**src/rtl/fft_pkg.sv**
```systemverilog
// Shared types and helpers for the 4-point FFT input buffer.
// Holds the complex sample type, the frame type and the 2-bit bit-reverse helper.
package fft_pkg;

    localparam int N_PTS  = 4;
    localparam int CPLX_W = 16;

    typedef struct packed {
        logic [CPLX_W-1:0] re;
        logic [CPLX_W-1:0] im;
    } cplx_t;

    typedef cplx_t frame_t [N_PTS];

    // Reverse the two bits of a slot index (0,1,2,3 -> 0,2,1,3).
    function automatic logic [1:0] bitrev2(input logic [1:0] k);
        return {k[0], k[1]};
    endfunction

endpackage

```
**src/rtl/fft4_in_bank.sv**
```systemverilog
// One 4-entry complex register bank: a single slot is written per cycle when
// we is high; all four slots are always visible on dout.
module fft4_in_bank
    import fft_pkg::*;
(
    input  logic       clk,
    input  logic       rst,
    input  logic       we,
    input  logic [1:0] slot,
    input  cplx_t      din,
    output frame_t     dout
);

    cplx_t bank_r [N_PTS];

    // Slot storage: cleared on reset, one slot written per accepted sample.
    always_ff @(posedge clk or posedge rst) begin
        if (rst) begin
            for (int k = 0; k < N_PTS; k++) begin
                bank_r[k] <= '0;
            end
        end else if (we) begin
            bank_r[slot] <= din;
        end
    end

    assign dout = bank_r;

endmodule

```
**src/rtl/fft4_in_buffer.sv**
```systemverilog
// Ping-pong input buffer for the 4-point FFT: gathers serial complex samples
// into 4-sample frames and presents each frame in parallel with valid/ready.
// Optional build macro FFT_IN_BITREV_EN: store samples in bit-reversed slot
// order (serial 0,1,2,3 lands in X0,X2,X1,X3); natural order otherwise.
module fft4_in_buffer
    import fft_pkg::*;
#(
    parameter int DATA_W = CPLX_W,
    parameter int CNT_W  = 8
) (
    input  logic              clk,
    input  logic              rst,
    input  logic              in_valid,
    output logic              in_ready,
    input  logic              in_sof,
    input  logic [DATA_W-1:0] in_re,
    input  logic [DATA_W-1:0] in_im,
    output logic              out_valid,
    input  logic              out_ready,
    output logic [DATA_W-1:0] X0_Real,
    output logic [DATA_W-1:0] X0_Im,
    output logic [DATA_W-1:0] X1_Real,
    output logic [DATA_W-1:0] X1_Im,
    output logic [DATA_W-1:0] X2_Real,
    output logic [DATA_W-1:0] X2_Im,
    output logic [DATA_W-1:0] X3_Real,
    output logic [DATA_W-1:0] X3_Im,
    output logic [CNT_W-1:0]  drop_cnt
);

    logic [1:0]       full_r;
    logic             wr_bank_r;
    logic             rd_bank_r;
    logic [1:0]       wr_idx_r;
    logic [CNT_W-1:0] drop_cnt_r;

    logic [1:0]       full_nxt_s;
    logic             wr_bank_nxt_s;
    logic             rd_bank_nxt_s;
    logic [1:0]       wr_idx_nxt_s;
    logic [CNT_W-1:0] drop_cnt_nxt_s;

    logic             accept_s;
    logic             release_s;
    logic             restart_s;
    logic [1:0]       slot_idx_s;
    logic [1:0]       slot_s;
    cplx_t            sample_s;
    frame_t           bank0_s;
    frame_t           bank1_s;
    frame_t           rd_frame_s;

    // Handshake: ready depends only on registered full flags, so a release
    // frees the bank for the following cycle, never the same one.
    assign in_ready  = !rst && !full_r[wr_bank_r];
    assign out_valid = full_r[rd_bank_r];
    assign accept_s  = in_valid && in_ready;
    assign release_s = out_valid && out_ready;
    assign restart_s = in_sof && (wr_idx_r != 2'd0);

    assign sample_s.re = in_re;
    assign sample_s.im = in_im;

    // Slot selection: a restarting sample always goes to position 0.
    always_comb begin
        slot_idx_s = wr_idx_r;
        if (restart_s) begin
            slot_idx_s = 2'd0;
        end else begin
            slot_idx_s = wr_idx_r;
        end
`ifdef FFT_IN_BITREV_EN
        slot_s = bitrev2(slot_idx_s);
`else
        slot_s = slot_idx_s;
`endif
    end

    // Next-state for pointers, full flags and drop counter; fill and release
    // always target different banks so both may apply in one cycle.
    always_comb begin
        full_nxt_s     = full_r;
        wr_bank_nxt_s  = wr_bank_r;
        rd_bank_nxt_s  = rd_bank_r;
        wr_idx_nxt_s   = wr_idx_r;
        drop_cnt_nxt_s = drop_cnt_r;
        if (release_s) begin
            full_nxt_s[rd_bank_r] = 1'b0;
            rd_bank_nxt_s         = ~rd_bank_r;
        end else begin
            rd_bank_nxt_s = rd_bank_r;
        end
        if (accept_s) begin
            if (restart_s) begin
                wr_idx_nxt_s = 2'd1;
                if (drop_cnt_r != {CNT_W{1'b1}}) begin
                    drop_cnt_nxt_s = drop_cnt_r + {{(CNT_W-1){1'b0}}, 1'b1};
                end else begin
                    drop_cnt_nxt_s = drop_cnt_r;
                end
            end else if (wr_idx_r == 2'd3) begin
                full_nxt_s[wr_bank_r] = 1'b1;
                wr_bank_nxt_s         = ~wr_bank_r;
                wr_idx_nxt_s          = 2'd0;
            end else begin
                wr_idx_nxt_s = wr_idx_r + 2'd1;
            end
        end else begin
            wr_idx_nxt_s = wr_idx_r;
        end
    end

    // Control state register; reset discards partial and pending frames.
    always_ff @(posedge clk or posedge rst) begin
        if (rst) begin
            full_r     <= 2'b00;
            wr_bank_r  <= 1'b0;
            rd_bank_r  <= 1'b0;
            wr_idx_r   <= 2'd0;
            drop_cnt_r <= {CNT_W{1'b0}};
        end else begin
            full_r     <= full_nxt_s;
            wr_bank_r  <= wr_bank_nxt_s;
            rd_bank_r  <= rd_bank_nxt_s;
            wr_idx_r   <= wr_idx_nxt_s;
            drop_cnt_r <= drop_cnt_nxt_s;
        end
    end

    fft4_in_bank u_bank0 (
        .clk  (clk),
        .rst  (rst),
        .we   (accept_s && (wr_bank_r == 1'b0)),
        .slot (slot_s),
        .din  (sample_s),
        .dout (bank0_s)
    );

    fft4_in_bank u_bank1 (
        .clk  (clk),
        .rst  (rst),
        .we   (accept_s && (wr_bank_r == 1'b1)),
        .slot (slot_s),
        .din  (sample_s),
        .dout (bank1_s)
    );

    // Output mux: present the bank the consumer reads next.
    always_comb begin
        if (rd_bank_r) begin
            rd_frame_s = bank1_s;
        end else begin
            rd_frame_s = bank0_s;
        end
    end

    assign X0_Real  = rd_frame_s[0].re;
    assign X0_Im    = rd_frame_s[0].im;
    assign X1_Real  = rd_frame_s[1].re;
    assign X1_Im    = rd_frame_s[1].im;
    assign X2_Real  = rd_frame_s[2].re;
    assign X2_Im    = rd_frame_s[2].im;
    assign X3_Real  = rd_frame_s[3].re;
    assign X3_Im    = rd_frame_s[3].im;
    assign drop_cnt = drop_cnt_r;

endmodule
```
**config.mk**
```make
export PLATFORM = sky130hd
export DESIGN_NAME = fft4_in_buffer
export DESIGN_NICKNAME = d
export VERILOG_FILES = /design/src/rtl/fft_pkg.sv /design/src/rtl/fft4_in_bank.sv /design/src/rtl/fft4_in_buffer.sv
export SDC_FILE = /design/constraint.sdc
export NUM_CORES = 1
export LEC_CHECK = 0
export CAP_MARGIN = 20
export CORE_MARGIN = 10
export CORE_UTILIZATION = 57
export CTS_BUF_LIST = sky130_fd_sc_hd__clkbuf_4
export DETAILED_ROUTE_END_ITERATION = 8
export PLACE_DENSITY = 0.83
export SLEW_MARGIN = 20
export SYNTH_ARGS = -nofsm -noshare
export SYNTH_HDL_FRONTEND = slang
export SYNTH_SLANG_ARGS = --single-unit
export TNS_END_PERCENT = 1
```
**constraint.sdc**
```tcl
create_clock -name clk -period 16.6 [get_ports clk]
set_clock_uncertainty 0.05 [all_clocks]
set_input_delay 4.15 -clock clk [delete_from_list [all_inputs] [get_ports clk]]
set_output_delay 4.15 -clock clk [all_outputs]
set_load 0.01 [all_outputs]
```
# ---- Word-level counts from Yosys, hierarchy flattened
# Cells that the tools add are included.
dict set report word_totals {
  regBits 270
  in_bits 37
  output_inout_bits 138
  elab_cells 72
}
dict set report classes {
  n_addsub 2
  order_cmp 6
  eq_ne 2
  mux 20
  bitwise_logic 7
  n_reduce_logical 14
}
# cell count
set op_table {}
lappend op_table {{$bwmux W128} 2}
lappend op_table {{$mux W128} 1}
lappend op_table {{$demux W32 S2} 1}
lappend op_table {{$mux W32} 1}
lappend op_table {{$mux W2} 7}
lappend op_table {{$logic_and A1 B1 Y1} 9}
lappend op_table {{$add A8 B1 Y8 const B} 1}
lappend op_table {{$ne A8 B8 Y1 const B} 1}
lappend op_table {{$mux W1} 6}
lappend op_table {{$reduce_and A3 Y1} 2}
lappend op_table {{$lt A1 B2 Y1 const B} 2}
lappend op_table {{$ge A3 B3 Y1 const B} 1}
lappend op_table {{$lt A3 B1 Y1 const B} 1}
lappend op_table {{$not A1 Y1} 3}
lappend op_table {{$not A2 Y3} 1}
lappend op_table {{$add A2 B1 Y2 const B} 1}
lappend op_table {{$and A2 B2 Y2} 1}
lappend op_table {{$demux W1 S1} 2}
lappend op_table {{$eq A2 B2 Y1 const B} 1}
lappend op_table {{$ge A1 B1 Y1 const B} 2}
lappend op_table {{$logic_not A1 Y1} 2}
lappend op_table {{$not A2 Y2} 1}
lappend op_table {{$or A2 B2 Y2} 1}
lappend op_table {{$reduce_bool A2 Y1} 1}

# ---- Depth between registers and ports, before layout
dict set report depth {
  ltp_word 11
  mapped_depth 8
  mapped_depth_nobuf 6
}

# ---- Hierarchy
# Synthesis repeated with hierarchy kept, for this count alone.
dict set report unflattened {
  cells_unflattened 759
  hier_area_um2 11755.0
}
# module n_inst cells_per_inst area_each_um2 seq_area_each_um2
set modules_own_cells {}
lappend modules_own_cells {fft4_in_bank 2 273 4748.3 3203.1}
lappend modules_own_cells {fft4_in_buffer 1 213 2258.4 350.3}

# ---- Worst setup path before layout
# Ideal clock, no wire load.
dict set report synth_timing {
  path_type {input -> output}
  from {input port rst}
  to {output port in_ready}
  arrival_ns 10.365
  required_time_ns 12.400
  slack_ns 2.035
  stages 2
  path_buffers 0
  cell_sequence {inv_1 -> and2_1}
}
dict set report synth_via {
  elab_chain_cells 2
}
# element line_no
set synth_lines {}
lappend synth_lines {{start, declared} fft4_in_buffer.sv:12} ;# input logic rst,
lappend synth_lines {{$logic_not A1 Y1 (no source line)} -}
lappend synth_lines {{$logic_and A1 B1 Y1} fft4_in_buffer.sv:55} ;# assign in_ready = !rst && !full_r[wr_bank_r];
lappend synth_lines {{end, declared} fft4_in_buffer.sv:14} ;# output logic in_ready,
# Every way passes these cells.

# ---- Final worst setup path
# Same ends and word-level chain as after synthesis.

==> key figures <==
CTS
  – Postcts setup bufs: 0
  – Num CTS Buffers: between 70 and 80
  – CTS Hold Buffers Added: 0
  – Clk slew on worst S/H paths: about 0.06 ns
  – Post_cts resized: 0
  – CTS tree: yes
  – CTS max path bufs: 3
  – Clock root buffer master: clkbuf_4
  – Clock latency on the worst-skew pair: between 0.6 and 0.7 ns
  – H-tree depth: 3
  – Clock sinks: 270

Power
  – Pwr dens: 204 nW/um^2
  – Peak supply drop: between 0.0001 and 0.00015 V
  – Leakage: 7.17 nW

Critical path
  – Worst setup EP type: output pin
  – CP Launch Type: primary input
  – CP Class: in2out
  – Worst EP required: roughly 12 ns
  – Worst-path fanout max: between 100 and 150
  – Arr. time, crit path: ~6.2 ns

Yosys
  – Register bit total from synthesis: 270
  – Area fraction of the dominant cell type after synthesis: 0.547
  – Post-Synthesis Cells: between 700 and 800
  – Synth cell types: 29
  – YS warnings: 0
  – Mapped cell area: roughly 12000 um^2
  – Seq/Total Area, Yosys: 0.547
  – Syn Area/Cell: 16.0 um^2
  – Top post-synthesis cells by area: dfrtp_1 (55%), mux2_2 (25%), mux2_4 (13%)
  – Largest area contributor in the netlist: dfrtp_1
  – Syn Nets: approximately 800

Timing
  – Setup violators final: 0
  – Final period util: 0.624
  – F_max: about 97 MHz
  – Worst slew margin: 0.275
  – Tmin final: 10.36 ns
  – Pins Over Slew Limit: 0
  – Worst Tran Pin Value: 1.09 ns
  – Final hold vios: 0
  – Final setup margin: around 6.2 ns
  – RSZ-0062 raised after global routing: false
  – Setup_tns: 0 ns

Global routing
  – Grt ovf: 0
  – Initial antenna violation count: 1
  – Largest net degree at the start of global routing: between 100 and 150
  – First-pass GRT wire length: approximately 44000 um
  – Vias in the first global route: roughly 8000
  – Gr usage total: 0.194

Floorplan
  – Die Wd: between 150 and 200 um
  – Row Count: 53
  – Ports: approximately 180
  – Initial Util: 0.584
  – Die area: approximately 28000 um^2
  – Die Y-Extent: between 150 and 200 um
  – Core Region: roughly 21000 um^2

Place
  – Placed cell area: between 10000 and 15000 um^2
  – Port buffer count: 174
  – Inst Count DP: 1180
  – DP Wirelength: about 17000 um
  – Setup WS pre-CTS: slightly above 6 ns
  – Routability cong.: a little under 0.8

Detailed routing
  – Routed wire length: 27000 um
  – TritonRoute pass-1 iters: 4
  – Post-route DRC: 0
  – Initial DRC Count: 280
  – Via count: a little over 7000
  – Vias/cell: 5.44
  – DR WL/cell: roughly 21 um
  – Post-route ant nets: 0

Hold path
  – Worst min path class: reg2reg

Final layout
  – Fin area: between 10000 and 15000 um^2
  – Proportion of layout cells with a drive suffix above 1: 0.493
  – Area growth syn-to-layout: 21.0%
  – Post-layout util: 0.707
  – Final nets: 1018
  – Final non-filler cell total: about 1300
  – Filler Cell Count: around 1400

Outcome
  – Status: finished, final reports clean

Run
  – Max Cap Viol: 0
==> registers in the layout, indices dropped and copies added, names as in the netlist <==
signal and flops:
u_bank1.dout 128, drop_cnt 8, full_r 2, rd_bank_r 1
u_bank0.dout 128, wr_idx_r 2, wr_bank_r 1
==> layout make-up <==
class / instances / area, um^2 / area share
antenna: 2 / 5.00 / 0.000335
clock buffer: 99 / 743 / 0.0497
clock inverter: 22 / 111 / 0.00745
inverter: 6 / 30.0 / 0.00201
multi-input combinational: 448 / 5170 / 0.346
sequential: 270 / 6760 / 0.452
tap: 275 / 344 / 0.0230
timing repair buffer: 181 / 1790 / 0.120
==> cell usage in the layout (no fill, tap or decap), drive strengths merged <==
cell type,count
bufinv,1
buf,7
or3,8
inv,9
mux2,387
and2,1
a21oi,3
clkinv,18
diode,2
nor2b,1
nor3,1
dfrtp,270
nor2,4
and2b,1
a31oi,1
nand3,3
ha,3
nand4,3
o21ai,6
nand2,10
a2111oi,3
nand2b,5
clkbuf,99
xnor2,2
mux2i,1
clkdlybuf4s50,174
xor2,5
==> through the flow <==
stage / hold WS (ns) / total power, mW
2_1_floorplan: 0.409 / 1.91
3_3_place_gp: 0.418 / 2.49
3_5_place_dp: 0.431 / 2.52
4_1_cts: 0.442 / 3.10
5_1_grt: 0.453 / 3.24
6_report: 0.438 / 3.05
==> worst max-delay path, stage by stage <==
cell	delay, ns
clkdlybuf4s50_1	0.51
inv_8	0.67
and2_1	0.25
clkdlybuf4s50_1	0.55
==> metal layers <==
metal  part of all wire  global-route usage  up-vias
met4              0.017              0.0640        0
met3              0.055              0.0543       44
li1                   -                   -     3214
met5                  0                   0        -
met2               0.46               0.297      186
met1               0.47               0.260     3638
==> final timing paths <==
path                                   startpoint                end  slack (ns)  depth (start not counted)
worst max register to register        wr_idx_r[0]   u_bank1.dout[19]       13.77                          7
min in group asynchronous                     rst        drop_cnt[5]        4.09                          2
worst min register to register  u_bank1.dout[110]  u_bank1.dout[110]        0.44                          1
max in group asynchronous                     rst   u_bank0.dout[75]       10.86                          3
worst max-delay path                          rst           in_ready        6.24                          4
worst min-delay path            u_bank1.dout[110]  u_bank1.dout[110]        0.44                          1
==> synth_stat cells (all sizes together) <==
library cell	instances
a31oi	1
or3	8
nand4	3
nand2b	5
inv	6
xnor2	2
a21oi	3
clkbuf	17
nand2	10
xor2	5
o21ai	6
mux2	387
nand3	3
mux2i	1
a2111oi	3
nor2	4
and2b	1
nor2b	1
dfrtp	270
nor3	1
and2	1
buf	30
ha	3
==> report_power, final <==
| group | switching, mW | internal [mW] | total (mW) |
|---|---|---|---|
| Sequential | 0.184 | 0.958 | 1.14 |
| Combinational | 0.480 | 0.876 | 1.36 |
| Clock | 0.263 | 0.291 | 0.554 |
==> cell families (layout without fill, tap and decap cells) <==
kind of cell	count (synthesis)	after routing	synth area share
other	0	2	0
adder cells (fa/ha/maj)	3	3	0.00304
XOR/XNOR	7	7	0.00496
AND/OR/NAND/NOR	37	37	0.0160
multiplexers	388	388	0.387
buffers and inverters	53	308	0.0361
AO/OA/AOI/OAI	13	13	0.00628
flip-flops	270	270	0.547
No activity file was read; power rests on OpenSTA's default activity.
